## config.mk

```make
export PLATFORM = sky130hd
export DESIGN_NAME = mem_arbiter
export DESIGN_NICKNAME = d
export VERILOG_FILES = /design/src/rtl/mem_arbiter.sv
export SDC_FILE = /design/constraint.sdc
export NUM_CORES = 1
export LEC_CHECK = 0
export CAP_MARGIN = 0
export CORE_UTILIZATION = 41
export CTS_CLUSTER_DIAMETER = 60
export DETAILED_ROUTE_END_ITERATION = 10
export HOLD_SLACK_MARGIN = 0.1
export PLACE_DENSITY = 0.81
export SLEW_MARGIN = 10
export SYNTH_ARGS = -nofsm -noshare
export SYNTH_HDL_FRONTEND = slang
export SYNTH_SLANG_ARGS = --single-unit
```

## constraint.sdc

```tcl
create_clock -name clk -period 4.1 [get_ports clk]
set_input_delay 0.82 -clock clk [delete_from_list [all_inputs] [get_ports clk]]
set_output_delay 0.82 -clock clk [all_outputs]
set_load 0.01 [all_outputs]
```

## src/rtl/mem_arbiter.sv

```systemverilog
// ---------------------------------------------------------------------------
// mem_arbiter
//   Shares one single-port memory bus between the instruction-fetch port and
//   the load/store port. Only one bus transaction is outstanding at a time.
//   Data accesses win arbitration unless fetch has been passed over
//   STARVE_LIMIT times in a row. A fetch cancelled by a branch flush still
//   completes on the bus, but its response is dropped.
//
//   Ports:
//     clk, rst                 clock, asynchronous active-low reset
//     if_req/if_addr/if_flush  fetch request, address, branch cancel
//     if_rdata/if_valid        fetched instruction and one-cycle strobe
//     if_stall                 fetch waiting (to hazard unit)
//     dm_req/dm_wr/dm_mask/dm_addr/dm_wdata  data request and command
//     dm_rdata/dm_valid        load data and one-cycle strobe
//     dm_stall                 data access waiting (to hazard unit)
//     mem_req/mem_wr/mem_mask/mem_addr/mem_wdata  bus command
//     mem_gnt                  bus accepted the command this cycle
//     mem_rvalid/mem_rdata     bus response (read data or write ack)
//
//   state | meaning
//   ------+---------------------------------------------------------------
//   IDLE  | no transaction; arbitrate and latch the winner's command
//   REQ   | mem_req high with the latched command, waiting for mem_gnt
//   RESP  | command accepted, waiting for mem_rvalid
// ---------------------------------------------------------------------------
module mem_arbiter #(
  parameter int STARVE_LIMIT = 4,
  parameter int DATA_W       = 32
) (
  input  logic              clk,
  input  logic              rst,

  input  logic              if_req,
  input  logic [DATA_W-1:0] if_addr,
  input  logic              if_flush,
  output logic [DATA_W-1:0] if_rdata,
  output logic              if_valid,
  output logic              if_stall,

  input  logic              dm_req,
  input  logic              dm_wr,
  input  logic [3:0]        dm_mask,
  input  logic [DATA_W-1:0] dm_addr,
  input  logic [DATA_W-1:0] dm_wdata,
  output logic [DATA_W-1:0] dm_rdata,
  output logic              dm_valid,
  output logic              dm_stall,

  output logic              mem_req,
  output logic              mem_wr,
  output logic [3:0]        mem_mask,
  output logic [DATA_W-1:0] mem_addr,
  output logic [DATA_W-1:0] mem_wdata,
  input  logic              mem_gnt,
  input  logic              mem_rvalid,
  input  logic [DATA_W-1:0] mem_rdata
);

  localparam int CNT_W = (STARVE_LIMIT > 0) ? $clog2(STARVE_LIMIT + 1) : 1;
  localparam logic [CNT_W-1:0] CNT_MAX = CNT_W'(STARVE_LIMIT);

  typedef enum logic [1:0] {
    IDLE = 2'd0,
    REQ  = 2'd1,
    RESP = 2'd2
  } state_t;

  state_t            state, state_nxt;
  logic              owner_fetch, owner_fetch_nxt;
  logic              drop, drop_nxt;
  logic [CNT_W-1:0]  starve_cnt, starve_cnt_nxt;

  logic              cmd_wr, cmd_wr_nxt;
  logic [3:0]        cmd_mask, cmd_mask_nxt;
  logic [DATA_W-1:0] cmd_addr, cmd_addr_nxt;
  logic [DATA_W-1:0] cmd_wdata, cmd_wdata_nxt;

  logic [DATA_W-1:0] if_rdata_q, dm_rdata_q;
  logic              if_valid_q, dm_valid_q;

  logic fetch_elig, data_elig;
  logic grant_data, grant_fetch;
  logic drop_now, rsp_done;

  // A requester is never eligible in its own valid cycle, so a held level
  // request is not re-issued before the requester has seen its response.
  assign fetch_elig = if_req & ~if_flush & ~if_valid_q;
  assign data_elig  = dm_req & ~dm_valid_q;

  // With STARVE_LIMIT = 0 the compare is never true, so fetch wins ties.
  assign grant_data  = data_elig & (~fetch_elig | (starve_cnt < CNT_MAX));
  assign grant_fetch = fetch_elig & ~grant_data;

  // A flush in the response cycle itself must also suppress the strobe.
  assign drop_now = drop | (owner_fetch & if_flush);
  assign rsp_done = (state == RESP) & mem_rvalid;

  always_comb begin
    state_nxt       = state;
    owner_fetch_nxt = owner_fetch;
    drop_nxt        = drop;
    starve_cnt_nxt  = starve_cnt;
    cmd_wr_nxt      = cmd_wr;
    cmd_mask_nxt    = cmd_mask;
    cmd_addr_nxt    = cmd_addr;
    cmd_wdata_nxt   = cmd_wdata;

    case (state)
      IDLE: begin
        drop_nxt = 1'b0;
        if (grant_data) begin
          state_nxt       = REQ;
          owner_fetch_nxt = 1'b0;
          cmd_wr_nxt      = dm_wr;
          cmd_mask_nxt    = dm_mask;
          cmd_addr_nxt    = dm_addr;
          cmd_wdata_nxt   = dm_wdata;
          if (fetch_elig) begin
            if (starve_cnt != CNT_MAX) begin
              starve_cnt_nxt = starve_cnt + 1'b1;
            end
          end else begin
            starve_cnt_nxt = '0;
          end
        end else if (grant_fetch) begin
          state_nxt       = REQ;
          owner_fetch_nxt = 1'b1;
          cmd_wr_nxt      = 1'b0;
          cmd_mask_nxt    = 4'hF;
          cmd_addr_nxt    = if_addr;
          cmd_wdata_nxt   = '0;
          starve_cnt_nxt  = '0;
        end
      end

      REQ: begin
        drop_nxt = drop_now;
        // Any rvalid here (including one coincident with gnt) is ignored.
        if (mem_gnt) begin
          state_nxt = RESP;
        end
      end

      RESP: begin
        drop_nxt = drop_now;
        if (mem_rvalid) begin
          state_nxt = IDLE;
          drop_nxt  = 1'b0;
        end
      end

      default: begin
        state_nxt = IDLE;
        drop_nxt  = 1'b0;
      end
    endcase
  end

  always_ff @(posedge clk or negedge rst) begin
    if (!rst) begin
      state       <= IDLE;
      owner_fetch <= 1'b0;
      drop        <= 1'b0;
      starve_cnt  <= '0;
      cmd_wr      <= 1'b0;
      cmd_mask    <= '0;
      cmd_addr    <= '0;
      cmd_wdata   <= '0;
    end else begin
      state       <= state_nxt;
      owner_fetch <= owner_fetch_nxt;
      drop        <= drop_nxt;
      starve_cnt  <= starve_cnt_nxt;
      cmd_wr      <= cmd_wr_nxt;
      cmd_mask    <= cmd_mask_nxt;
      cmd_addr    <= cmd_addr_nxt;
      cmd_wdata   <= cmd_wdata_nxt;
    end
  end

  // Response capture: rdata registers hold between responses; a write ack
  // strobes dm_valid without touching dm_rdata.
  always_ff @(posedge clk or negedge rst) begin
    if (!rst) begin
      if_rdata_q <= '0;
      dm_rdata_q <= '0;
      if_valid_q <= 1'b0;
      dm_valid_q <= 1'b0;
    end else begin
      if_valid_q <= rsp_done & owner_fetch & ~drop_now;
      dm_valid_q <= rsp_done & ~owner_fetch;
      if (rsp_done & owner_fetch & ~drop_now) begin
        if_rdata_q <= mem_rdata;
      end
      if (rsp_done & ~owner_fetch & ~cmd_wr) begin
        dm_rdata_q <= mem_rdata;
      end
    end
  end

  assign mem_req   = (state == REQ);
  assign mem_wr    = cmd_wr;
  assign mem_mask  = cmd_mask;
  assign mem_addr  = cmd_addr;
  assign mem_wdata = cmd_wdata;

  assign if_rdata  = if_rdata_q;
  assign if_valid  = if_valid_q;
  assign dm_rdata  = dm_rdata_q;
  assign dm_valid  = dm_valid_q;

  assign if_stall  = if_req & ~if_valid_q & ~if_flush;
  assign dm_stall  = dm_req & ~dm_valid_q;

endmodule

```

==> results_dict.tcl <==
set metrics [dict create \
    viasPerCell 5.28 \
    yosysUniqueCellTypes 32 \
    synth_area_leaders "dfrtp_1, mux2_2, a221o_1" \
    die_x_microns 119 \
    h-tree-depth 4 \
    vdd_drop_max_v 0.000406 \
    synth_top_area_share_pct 63.0 \
    fin_area_sq_mm 0.00922 \
    via_count 4449 \
    n_fill_cell 949 \
    cts_setup_buffers 0 \
    n_antenna_cell 0 \
    crit_end "if_stall" \
    syn_inst 377 \
    ioPinCount 278 \
    post-route-period-util_pct 79.8 \
    cts_inserted_buffers 17 \
    dr.pass1.iters 4 \
    power_leakage_uw 0.00387 \
    ys_warn_count 0 \
    place.detailed.hpwl_microns 11500 \
    synth_commonest_cells "dfrtp_1, mux2_2, a22o_1, nor3b_1, a221o_1" \
    p_per_area_mw_per_mm2 749 \
    ys_async_sr_fraction_pct 100 \
    critical_path_class "in2out" \
    crit_start "if_flush" \
    critPathMaxStageDelay_ns 0.55 \
    cp_slowest_cell "clkdlybuf4s50_1" \
    area_growth_pct 63.5 \
    grt_max_degree 128 \
    drv_slew 0 \
    worstPathMaxFanout 5 \
    grt_pass1_wl_microns 26100 \
    finalNonFillerCells 842 \
    final_nets 800 \
    min_path_type "reg2reg" \
    arrival_ns 2.45 \
    clk_path_buf_depth 2 \
    cts_root_buf "clkbuf_16" \
    r2r_cells 6 \
    setup_viol 0 \
    antenna_found_initial 0 \
    dieArea_sq_mm 0.0142 \
    max_freq_mhz 306 \
    synth.avg_cell_area_sq_um 15.0 \
    synth-edff-count 0 \
    clk_pin_slew_worst_paths_ns 0.05 \
    wl_per_cell_microns 19.6 \
    fin_ws_ns 0.827 \
    rsz0062_at_grt "false" \
    die_h_microns 119 \
    rows 42 \
    place_congestion 0.808 \
    cts.sinks 142 \
    ys.flop_type "dfrtp_1" \
    syn-num-nets 523 \
    place_inst 811 \
    cp-end-kind "output port" \
    setup_tns_ns 0 \
    critical_path.top_delay_family "buffers and inverters" \
    ys_ff_latch 142 \
    critPathBufInv 3 \
    post_dp_cell_area_sq_mm 0.00859 \
    drive_gt1_share_pct 16.7 \
    yosys.cell_count.top_type "dfrtp_1" \
    fin_skew_ns 0.00482 \
    grt_usage_pct 24.0 \
    fin_crit_ns 3.27 \
    regToRegStartpoint "state[0]" \
    place_ws_ns 0.845 \
    reg2reg_to "mem_addr[11]" \
    path_depth 4 \
    cts_hold_buf 0 \
    clk_latency_ns 0.41 \
    ys_seq_area_share_pct 63.0 \
    route.detailed.drc 0 \
    synth_top_area_cell "dfrtp_1" \
    drv_cap 0 \
    grt_pass1_vias 4724 \
    cts_tree "yes" \
    overflow 0 \
    core_sq_mm 0.0133 \
    first_iter_violations 309 \
    crit_path_cell_trace "clkdlybuf4s50_1, or3b_4, clkinv_4, clkdlybuf4s50_1" \
    outcome "finished clean" \
    crit_top_cell "clkdlybuf4s50_1" \
    start_util_pct 42.3 \
    io_buffers 277 \
    crit_required_ns 3.28 \
    routed_wl_microns 16500 \
    worstSetupStartpointType "input port" \
    hold_viol_final 0 \
    synth_area_sq_mm 0.00564 \
    reg2reg_setup_slack_ns 1.89 \
    maxSlewHeadroom_pct 32.7 \
    tightest_slew_ns 1.01 \
    ant_nets 0 \
    ctsResizeCount 0 \
]
-- worst min path at each step --
stage,startpoint,endpoint,depth (start not counted)
after floorplan,owner_fetch,dm_valid,1
after global placement,mem_wdata[1],mem_wdata[1],1
after detailed placement,mem_wdata[15],mem_wdata[15],1
after CTS,if_rdata[5],if_rdata[5],1
after global routing,mem_addr[24],mem_addr[24],1
final,if_rdata[4],if_rdata[4],1
-- routing by layer --
layer,share of wire (%),global-route usage [%],up-vias
met4,1.9,9.14,0
met1,39,28.4,2235
met5,0,0,-
li1,-,-,1985
met3,8.1,7.81,28
met2,51,40.4,201
-- state kept, by name, summed over array words and instances, names as in the netlist --
name         cells
owner_fetch      1
starve_cnt       3
mem_addr        32
state            2
if_valid         1
mem_mask         4
dm_rdata        32
drop             1
mem_wr           1
if_rdata        32
dm_valid         1
mem_wdata       32
-- layout make-up --
cell class / count / area (sq um) / share of cell area (%)
flip-flops and latches: 142 / 3550 / 38.5
repair buffers: 285 / 2850 / 30.9
multi-input cells: 201 / 1930 / 21.0
clock buffers: 21 / 470 / 5.10
well taps: 176 / 220 / 2.39
clock inverters: 10 / 161 / 1.75
inverters: 7 / 31.3 / 0.339
-- placed cells by master, fill, tap and decap left out, types with 6 or more instances in the layout --
cell type | Yosys | layout
inv_1 | 6 | 6
clkdlybuf4s50_1 | 0 | 276
ha_1 | 6 | 6
mux2_2 | 65 | 65
buf_4 | 0 | 7
dfrtp_1 | 142 | 142
nor3b_1 | 33 | 33
a22o_1 | 34 | 34
a221o_1 | 32 | 32
clkbuf_16 | 0 | 17
-- power by group --
part	internal (uW)	total, uW	leakage (uW)	switching [uW]
sequential	2030	2390	0.00178	352
combinational	1740	2880	0.00179	1140
clock	1060	1630	0.000301	571
-- per-stage QoR --
stage	total power [uW]	util [%]	hold WS, ns
after floorplan	3620	-	0.460
after global placement	5200	64.3	0.489
after detailed placement	5290	64.3	0.493
after CTS	6970	69.1	0.506
after global routing	7250	69.1	0.518
final	6900	69.1	0.504
-- cell families after synthesis --
logic type | Yosys count | share of synthesized area, %
fa+ha+maj | 6 | 1.33
compound gates | 80 | 13.0
mux | 65 | 13.0
buf+inv | 34 | 3.33
flops | 142 | 63.0
simple gates | 50 | 6.39
(Power assumes the default switching activity.)
